## config.mk

```make
export PLATFORM = sky130hd
export DESIGN_NAME = led_pwm_regfile
export DESIGN_NICKNAME = d
export VERILOG_FILES = /design/src/rtl/led_pwm_regfile_pkg.sv /design/src/rtl/led_pwm_regfile_pwm_channel.sv /design/src/rtl/led_pwm_regfile.sv
export SDC_FILE = /design/constraint.sdc
export NUM_CORES = 1
export LEC_CHECK = 0
export CAP_MARGIN = 10
export CORE_MARGIN = 5
export CORE_UTILIZATION = 55
export DETAILED_ROUTE_END_ITERATION = 7
export PLACE_DENSITY = 0.77
export SKIP_CTS_REPAIR_TIMING = 1
export SLEW_MARGIN = 20
export SYNTH_ARGS = -nofsm -noshare
export SYNTH_HDL_FRONTEND = slang
export SYNTH_SLANG_ARGS = --single-unit
```

## constraint.sdc

```tcl
create_clock -name clk -period 8.6 [get_ports clk]
set_input_delay 1.72 -clock clk [delete_from_list [all_inputs] [get_ports clk]]
set_output_delay 1.72 -clock clk [all_outputs]
set_load 0.1 [all_outputs]
```

## src/rtl/led_pwm_regfile_pkg.sv

```systemverilog
// Shared definitions for the LED PWM register file: register addresses,
// CTRL bit positions, phase width and the fade step helper.
package led_pwm_regfile_pkg;

  localparam int unsigned PHASE_W = 8;

  localparam logic [7:0] ADDR_RSVD     = 8'h00;
  localparam logic [7:0] ADDR_CTRL     = 8'h01;
  localparam logic [7:0] ADDR_PRESCALE = 8'h02;

  localparam int unsigned CTRL_EN   = 0;
  localparam int unsigned CTRL_INV  = 1;
  localparam int unsigned CTRL_FADE = 2;

  typedef logic [PHASE_W-1:0] phase_t;

  // One linear fade step of the active duty toward the target duty.
  function automatic phase_t fade_step(input phase_t active, input phase_t target);
    phase_t r;
    r = active;
    if (active < target) begin
      r = active + phase_t'(1);
    end else if (active > target) begin
      r = active - phase_t'(1);
    end
    return r;
  endfunction

endpackage

```

## src/rtl/led_pwm_regfile_pwm_channel.sv

```systemverilog
// One PWM channel: target/active duty registers, period-aligned fade
// stepper, phase comparator and registered LED output.
module pwm_channel
  import led_pwm_regfile_pkg::*;
(
  input  logic         clk,
  input  logic         reset,
  input  logic         wr_en,
  input  logic [7:0]   wr_data,
  input  logic         en,
  input  logic         inv,
  input  logic         fade,
  input  logic         period_start,
  input  phase_t       phase,
  output logic         led
);

  phase_t target_q;
  phase_t active_q;

  // Target duty as written over SPI.
  always_ff @(posedge clk or negedge reset) begin
    if (!reset) begin
      target_q <= '0;
    end else if (wr_en) begin
      target_q <= wr_data;
    end
  end

  // Active duty only moves on a period boundary, or tracks target while disabled.
  // A write landing on the boundary cycle is not seen here until the next one.
  always_ff @(posedge clk or negedge reset) begin
    if (!reset) begin
      active_q <= '0;
    end else if (!en) begin
      active_q <= target_q;
    end else if (period_start) begin
      active_q <= fade ? fade_step(active_q, target_q) : target_q;
    end
  end

  // Registered comparator output with optional polarity inversion.
  always_ff @(posedge clk or negedge reset) begin
    if (!reset) begin
      led <= 1'b0;
    end else begin
      led <= (en & (phase < active_q)) ^ inv;
    end
  end

endmodule

```

## src/rtl/led_pwm_regfile.sv

```systemverilog
// LED PWM register file: captures byte writes from the SPI slave on the
// rising edge of data_ready_in, holds CTRL/PRESCALE/duty registers and runs
// the shared prescaler and 8-bit phase counter for all channels.
module led_pwm_regfile
  import led_pwm_regfile_pkg::*;
#(
  parameter int unsigned NUM_CH       = 3,
  parameter logic [7:0]  DUTY_BASE    = 8'h03,
  parameter logic [7:0]  PRESCALE_RST = 8'd0
)
(
  input  logic              clk,
  input  logic              reset,
  input  logic [7:0]        address_in,
  input  logic [7:0]        data_in,
  input  logic              data_ready_in,
  output logic [NUM_CH-1:0] led_out,
  output logic              period_start,
  output logic              enabled
);

  logic       rdy_q;
  logic       wr_stb;
  logic [2:0] ctrl_q;
  logic [7:0] prescale_q;
  logic [7:0] pre_cnt_q;
  phase_t     phase_q;
  logic       en;
  logic       inv;
  logic       fade;
  logic       tick;

  // Previous data_ready level; resets high so a level held through reset never writes.
  always_ff @(posedge clk or negedge reset) begin
    if (!reset) begin
      rdy_q <= 1'b1;
    end else begin
      rdy_q <= data_ready_in;
    end
  end

  assign wr_stb = data_ready_in & ~rdy_q;

  // CTRL and PRESCALE register writes; reserved and unmapped addresses fall through.
  always_ff @(posedge clk or negedge reset) begin
    if (!reset) begin
      ctrl_q     <= '0;
      prescale_q <= PRESCALE_RST;
    end else if (wr_stb) begin
      if (address_in == ADDR_CTRL) begin
        ctrl_q <= data_in[2:0];
      end
      if (address_in == ADDR_PRESCALE) begin
        prescale_q <= data_in;
      end
    end
  end

  assign en           = ctrl_q[CTRL_EN];
  assign inv          = ctrl_q[CTRL_INV];
  assign fade         = ctrl_q[CTRL_FADE];
  assign enabled      = en;
  assign tick         = en & (pre_cnt_q == prescale_q);
  assign period_start = tick & (phase_q == '1);

  // Prescaler 0..PRESCALE; a count already past a newly lowered PRESCALE restarts at 0.
  always_ff @(posedge clk or negedge reset) begin
    if (!reset) begin
      pre_cnt_q <= '0;
    end else if (!en || (pre_cnt_q >= prescale_q)) begin
      pre_cnt_q <= '0;
    end else begin
      pre_cnt_q <= pre_cnt_q + 8'd1;
    end
  end

  // Phase counter advances once per tick and wraps naturally at 255.
  always_ff @(posedge clk or negedge reset) begin
    if (!reset) begin
      phase_q <= '0;
    end else if (!en) begin
      phase_q <= '0;
    end else if (tick) begin
      phase_q <= phase_q + phase_t'(1);
    end
  end

  for (genvar g = 0; g < NUM_CH; g++) begin : g_ch
    localparam logic [7:0] CH_ADDR = 8'(DUTY_BASE + g);

    pwm_channel u_ch (
      .clk          (clk),
      .reset        (reset),
      .wr_en        (wr_stb && (address_in == CH_ADDR)),
      .wr_data      (data_in),
      .en           (en),
      .inv          (inv),
      .fade         (fade),
      .period_start (period_start),
      .phase        (phase_q),
      .led          (led_out[g])
    );
  end

endmodule

```

Word-level counts from Yosys, hierarchy flattened
Cells that the tools add are included.
{"block": "totals", "input_bits": 19, "mem_count": 0, "latch_bits": 0, "ff_bits": 79, "ram_bits": 0, "out_inout_bits": 5, "rom_bits": 0}
{"block": "op_classes", "eq_ne": 12, "n_reduce_logical": 10, "bitwise_logic": 10, "muxes": 18, "magnitude_cmp": 10, "shifts": 0, "n_mul": 0, "n_addsub": 8, "div": 0}
{"operator": "$mux 8", "n": 18}
{"operator": "$lt 8x8->1", "n": 6}
{"operator": "$add 8x1->8 const B", "n": 5}
{"operator": "$gt 8x8->1", "n": 3}
{"operator": "$sub 8x1->8 const B", "n": 3}
{"operator": "$eq 8x2->1 const B", "n": 2}
{"operator": "$eq 8x3->1 const B", "n": 2}
{"operator": "$ne 4x2->1 const B", "n": 3}
{"operator": "$reduce_and 2->1", "n": 5}
{"operator": "$eq 8x1->1 const B", "n": 1}
{"operator": "$eq 8x8->1", "n": 1}
{"operator": "$eq 8x8->1 const B", "n": 1}
{"operator": "$ge 8x8->1", "n": 1}
{"operator": "$and 1x1->1", "n": 6}
{"operator": "$logic_and 1x1->1", "n": 3}
{"operator": "$xor 1x1->1", "n": 3}
{"operator": "$ne 2x1->1 const B", "n": 1}
{"operator": "$ne 2x2->1 const B", "n": 1}
{"operator": "$logic_not 1->1", "n": 1}
{"operator": "$logic_or 1x1->1", "n": 1}
{"operator": "$not 1->1", "n": 1}

Logic depth before layout (Yosys ltp)
{"block": "depth", "ltp_word": 6, "depth_mapped": 15}

Cells and area by module
A second synthesis with hierarchy kept.
{"block": "hier_totals", "cells_unflattened": 607, "area_unflattened_um2": 5602.9}
{"mod": "pwm_channel", "seq_area_each_um2": 425.4, "area_each_um2": 1372.6, "instances": 3, "cells_each": 156}
{"mod": "led_pwm_regfile", "seq_area_each_um2": 701.9, "area_each_um2": 1485.2, "instances": 1, "cells_each": 139}

Worst setup path after synthesis
OpenSTA, ideal clock, no wires.
{"block": "synth_timing", "path_kind": "register -> output", "startpoint": "register ctrl_q[0]", "endpoint": "output period_start", "stages_incl_launch_ff": 4, "t_arrival_ns": 3.499, "slack_ns": 3.381, "required_time_ns": 6.880, "path_cell_list": "dfrtp_1 inv_1 clkbuf_1 nor3_1"}
{"block": "synth_between", "elab_chain_cells": 2}
{"item": "from (decl)", "line": "led_pwm_regfile.sv:24", "text": "logic [2:0] ctrl_q;"}
{"item": "from (signal assigned)", "line": "led_pwm_regfile.sv:51", "text": "ctrl_q <= data_in[2:0];"}
{"item": "$and 1x1->1", "line": "led_pwm_regfile.sv:63", "text": "assign tick = en & (pre_cnt_q == prescale_q);"}
{"item": "$and 1x1->1", "line": "led_pwm_regfile.sv:64", "text": "assign period_start = tick & (phase_q == '1);"}
{"item": "to (decl)", "line": "led_pwm_regfile.sv:18", "text": "output logic period_start,"}
Every way passes these cells.

Worst setup path in the final report
{"block": "layout_timing", "startpoint": "register pre_cnt_q[2]", "endpoint": "output period_start"}
{"block": "layout_between", "elab_chain_cells": 3}
{"item": "from (decl)", "line": "led_pwm_regfile.sv:26", "text": "logic [7:0] pre_cnt_q;"}
{"item": "from (signal assigned)", "line": "led_pwm_regfile.sv:73", "text": "pre_cnt_q <= pre_cnt_q + 8'd1;"}
{"item": "$eq 8x8->1", "line": "led_pwm_regfile.sv:63"}
{"item": "$and 1x1->1", "line": "led_pwm_regfile.sv:63"}
{"item": "$and 1x1->1", "line": "led_pwm_regfile.sv:64"}
Every way passes these cells.

==> metrics.md <==
| Metric | Value |
|---|---|
| Outcome | completed |
| Root buffer cell | clkbuf_8 |
| Synth cell types | 54 |
| Crit Path Max Fanout | 5 |
| Final WS setup | between 3 and 4 ns |
| DR iter-0 viols | between 150 and 200 |
| Routed WL | ~12000 µm |
| Pre-CTS setup slack | 4.19 ns |
| WP data required | 6.88 ns |
| Synthesized cell area | ~5500 µm² |
| Nets@finish | about 700 |
| Number of global-route vias before repair | 4199 |
| Crit path kind | reg -> out |
| Type of origin of the critical path | flop |
| Int Power | around 0.00062 W |
| Detail Placement HPWL | 8960 µm |
| CTS tree | done |
| Die Span Y | between 100 and 150 µm |
| Register area | between 1500 and 2000 µm² |
| Starting Density | a little under three fifths |
| IO Pins | 24 |
| Area growth syn-to-layout | 8.61% |
| Port Buffers | 23 |
| Class of the worst hold path | reg -> reg |
| Vias per cell | 5.69 |
| CP endpoint kind | output pin |
| Fin crit share | about 56% |
| Placed insts | about 720 |
| Number of remaining DRC errors | 0 |
| Combinational Power Share | 32.0% |
| Clk network pwr share | about a quarter |
| FFs w/ async S/R, synth | 100% |
| GR Overflow Total | 0 |
| Diodes inserted | 0 |
| Power Density | between 150 and 200 nW/µm² |
| Clock skew | between 0.01 and 0.015 ns |
| Core area | roughly 9800 µm² |
| Non-Filler Instances | 735 |
| Final Hold Viols | 0 |
| Yosys reg bits | between 70 and 80 |
| Worst-Margin Slew | around 1 ns |
| VDD IR max | about 0.11 mV |
| Rows | 36 |
| Drt first pass iters | 4 |
| Avg WL per Cell | about 16 µm |
| Clock Latency Late Sink | roughly 0.37 ns |
| Post-synth EDFFs | 0 |
| Flop pwr share | around 41% |
| Psw | about 0.00034 W |
| CTS Buffer Depth | 2 |
| Die ar. | approximately 12000 µm² |
| Leak | 2.86 nW |
| Switching fraction of total power | 35.3% |
| Via count | roughly 4200 |
| Max_cap viols | 0 |
| Largest net degree at the start of global routing | 80 |
| Final slew viol count | 0 |
| Sum Neg Setup Slack | 0 ns |
| Horiz. Die Dim | around 110 µm |
| Clock slew at reported path FFs | roughly 0.09 ns |
| First-pass GRT wire length | 20100 µm |
| Share of cells above drive strength 1 | under 10% |
| Clock H-tree levels | 3 |
| CTS sink count | 79 |
| Gp weighted congestion | 0.836 |
| Final Critical Period | approximately 4.8 ns |
| Gr usage total | approximately 22% |
| Sequential-to-total area share from yosys stat | approximately 36% |
| Syn Area/Cell | 9.56 µm² |
| Multi-input gate area in the final layout | roughly 3200 µm² |
| Syn Nets | between 600 and 700 |
| Worst Path Arrival | approximately 3 ns |
| RSZ-0062 raised after global routing | no |
| Syn. warnings | 0 |
| # setup viols final | 0 |
| Antenna Nets Post-Route | 0 |
| Initial antenna violation count | 0 |
| Post-Synthesis Cells | roughly 580 |
| Main flop type after synthesis | dfrtp_1 |
| Max Clock Freq | about 210 MHz |
| Fillers | between 800 and 900 |
| Worst slew margin | about 33% |
| CTS buffer count | 9 |
-- final cells by class --
| type | count | share of cell area (%) |
|---|---|---|
| clock inverter | 6 | 0.730 |
| inverter | 67 | 4.19 |
| tap | 133 | 2.77 |
| clock buffer | 10 | 2.13 |
| timing repair buffer | 24 | 3.98 |
| multi-input combinational | 416 | 53.2 |
| sequential | 79 | 33.0 |
-- power groups by stage --
stage          Clock [W]  Sequential [W]  Combinational, W
6_report        0.000256        0.000399          0.000308
5_1_grt         0.000279        0.000400          0.000345
3_5_place_dp           0        0.000406          0.000305
3_3_place_gp           0        0.000405          0.000288
4_1_cts         0.000260        0.000398          0.000308
2_1_floorplan          0        0.000402          0.000234
-- per-stage QoR --
step	power (W)	hold slack (ns)	instance area [µm²]	utilization, %
final	0.000962	0.513	6000	61.4
after global routing	0.00102	0.527	6000	61.4
after CTS	0.000966	0.515	6000	61.3
after detailed placement	0.000710	0.495	5820	59.6
after global placement	0.000693	0.491	5820	59.6
after floorplan	0.000636	0.479	5520	-
-- final timing paths --
path / slack [ns] / to / from / cells after the start
max in group asynchronous: 6.71 / g_ch[2].u_ch.active_q[1]$_DFFE_PN0P_ / reset / 1
min in group asynchronous: 1.34 / g_ch[1].u_ch.active_q[3]$_DFFE_PN0P_ / reset / 1
worst min register to register: 0.51 / g_ch[0].u_ch.target_q[7]$_DFFE_PN0P_ / g_ch[0].u_ch.target_q[7]$_DFFE_PN0P_ / 1
worst min-delay path: 0.51 / g_ch[0].u_ch.target_q[7]$_DFFE_PN0P_ / g_ch[0].u_ch.target_q[7]$_DFFE_PN0P_ / 1
worst max register to register: 5.31 / g_ch[2].u_ch.active_q[6]$_DFFE_PN0P_ / g_ch[2].u_ch.active_q[1]$_DFFE_PN0P_ / 14
worst max-delay path: 3.82 / period_start / pre_cnt_q[2]$_DFF_PN0_ / 6
-- critical path, stage by stage (launching register included) --
cell and delay, ns:
dfrtp_1 0.45, ha_1 0.33, nand4_1 0.15, nor2_4 0.18, nand2_2 0.13, nor3_1 0.27
clkdlybuf4s50_1 1.19
-- sequential cells by signal, summed over array words and instances (netlist names) --
register	flops
pre_cnt_q	8
phase_q	8
ctrl_q	3
g_ch.u_ch.active_q	24
rdy_q	1
prescale_q	8
g_ch.u_ch.target_q	24
g_ch.u_ch.led	3
-- cells by family (layout without fill, tap and decap cells) --
logic type / count (synthesis) / after routing / synth area share, %
XOR/XNOR: 33 / 33 / 5.23
AND/OR/NAND/NOR: 145 / 145 / 13.0
buffers and inverters: 83 / 107 / 6.39
multiplexers: 26 / 26 / 5.82
AO/OA/AOI/OAI: 133 / 133 / 15.4
adder cells (fa/ha/maj): 79 / 79 / 18.3
flip-flops: 79 / 79 / 35.8
-- synthesized netlist by cell type, types with 4 or more instances --
cell | count | share of area, %
a31oi_1 | 5 | 0.57
inv_1 | 67 | 4.6
nor3_1 | 5 | 0.45
a21o_1 | 12 | 1.6
a21oi_1 | 41 | 3.7
xnor2_1 | 18 | 2.9
mux2_4 | 9 | 2.4
o21bai_1 | 7 | 0.95
mux2_2 | 13 | 2.7
o21ai_0 | 33 | 3.0
nand3_1 | 15 | 1.4
xor2_1 | 15 | 2.4
o211ai_1 | 5 | 0.68
dfrtp_1 | 78 | 35
nand2b_1 | 4 | 0.45
nor2_1 | 45 | 3.1
nand2_1 | 46 | 3.1
mux2i_1 | 4 | 0.72
nand4_1 | 7 | 0.79
ha_1 | 76 | 17
clkbuf_1 | 5 | 0.34
a211oi_1 | 9 | 1.2
buf_4 | 6 | 0.82
-- metal layers --
layer	GRT usage [%]	vias to the layer above	wire, µm
met5	0	-	0
met4	8.09	0	208
met3	4.89	19	597
met2	36.8	105	5960
met1	27.1	2009	5240
li1	-	2051	-
-- placed cells by master, fill, tap and decap left out, types with 13 or more instances in the layout --
master / Yosys / layout
a21oi_1: 41 / 41
clkdlybuf4s50_1: 0 / 22
dfrtp_1: 78 / 78
ha_1: 76 / 76
inv_1: 67 / 67
mux2_2: 13 / 13
nand2_1: 46 / 46
nand3_1: 15 / 15
nor2_1: 45 / 45
o21ai_0: 33 / 33
xnor2_1: 18 / 18
xor2_1: 15 / 15
(Power assumes the default switching activity.)
==> RTL edit (config.mk and constraints unchanged) <==
Change the parameter `NUM_CH` from 3 to 6.
--- a/src/rtl/led_pwm_regfile.sv
+++ b/src/rtl/led_pwm_regfile.sv
@@ -4,7 +4,7 @@
 module led_pwm_regfile
   import led_pwm_regfile_pkg::*;
 #(
-  parameter int unsigned NUM_CH       = 3,
+  parameter int unsigned NUM_CH       = 6,
   parameter logic [7:0]  DUTY_BASE    = 8'h03,
   parameter logic [7:0]  PRESCALE_RST = 8'd0
 )
Ports: changed (resized led_out); port bits go from 24 to 27. The function was not compared with the original's and may differ.
==> RTL edit against the unedited design <==
- first-iteration DRC count grew 120%
- sequential power grew 71%
- setup slack lost 1.3 ps
- final cell count grew 76%
- wire length grew 82%
- clock skew shrank 2.6 ps
- synthesized area grew 73%
- global-route usage grew 0.60 points
- final area grew 77%
- fmax is essentially flat
- sequential cell count grew 51
- total power grew 120%
- critical path type unchanged
- highest routed layer unchanged
==> RTL edit: results (changes against the unedited design) <==
** Placement
- The placement-stage cell area was 9936 um2 (+71%).
- The number of input and output port buffers inserted is 26 (+13%).
- Post-detailed-placement half-perimeter wirelength :: 15410 um (+72%)

** Drt
- The starting DRC count in detailed routing was 440 (+120%).
- Pre-Repair DR Iteration Count :: 5 (+1)
- Final routed wire length divided by cell count :: 16.93 um (+3.6%)

** Global routing
- First-pass GRT wire length :: 35940 um (+79%)
- GRT Util Overall :: 22.33% (+0.60 points)
- Largest net degree at the start of global routing :: 75 (-6.3%)

** Logic synthesis
- Adder-Cell Fraction of Synth Area :: 19.88% (+1.6 points)
- The compound-gate portion of the synthesized area was 15.83% (+0.42 points).
- Share of synthesized area spent on multiplexers :: 6.241% (+0.42 points)

** Finish
- The count of filler cells inserted in the layout is 1418 (+71%).
- The portion of the layout cell area used by clock cells was 6.279% (+3.4 points).
- The layout multi-input combinational cell count is 744 (+79%).
- Sequential cell count :: 130 (+65%)
- The number of inverters outside the clock class in the layout was 130 (+94%).
- The count of non-CTS buffers in the layout was 29 (+21%).
- Registers with the most flip-flops :: g_ch.u_ch.active_q: 48 flops, g_ch.u_ch.target_q: 48 flops
- The multi-input gate share of the layout cell area is 53.09% (-0.14 points).
- The area of combinational cells with multiple inputs is 5628 um2 (+76%).
- Fraction of area in non-clock buffers :: 2.679% (-1.3 points)
- The share of layout cells above drive strength 1 is 10.70% (+2.2 points).

** Power and ir drop
- Internal Dissipation :: 0.001466 W (+140%)
- Combinational-cell power consumption :: 0.000647 W (+110%)
- The proportion of power drawn by the clock network was 38.2% (+12 points).

** Worst setup path
- Capture point of the worst reg-to-reg path :: g_ch[3].u_ch.active_q[7]
- Crit path from :: pre_cnt_q[5]
- The largest driver fanout on the critical path was 4 (-1).

** Clock network
- The clock sink count came to 130 (+65%).
- Root buf cell :: clkbuf_16
- The worst-skew pair later-pin latency is 430 ps (+60 ps).
- Htree depth :: 4 (+1)

** STA
- The final period utilization was 55.64% (about the same).

** Status
- Result of the run :: finished clean
## RTL edit: cell types whose count changed in the layout (fill, tap and decap cells not counted), sizes merged, moves of 8 or more
cell and delta:
o21ai +14, mux2 +30, clkbuf +8, inv +61
nor2 +26, dfrtp +51, nand2 +58, a21oi +34
xnor2 +15, ha +66, a31oi +18
## RTL edit: layer usage
layer	global-route usage (%)	vias to the layer above	part of all wire, %
met1	30.02	3601	46
met5	0	-	0
met3	3.370	33	4.3
met4	8.889	0	2.7
met2	36.35	172	47
li1	-	3631	-
## RTL edit: through the flow
step / hold WS [ps] / utilization [%] / std cells
CTS: 507.0 / 61.72 / 1290
finish: 504.6 / 61.72 / 1290
global placement: 489.2 / 57.85 / 1258
global route: 527.4 / 61.72 / 1290
floorplan: 479.4 / - / 1034
detailed placement: 494.0 / 57.85 / 1258
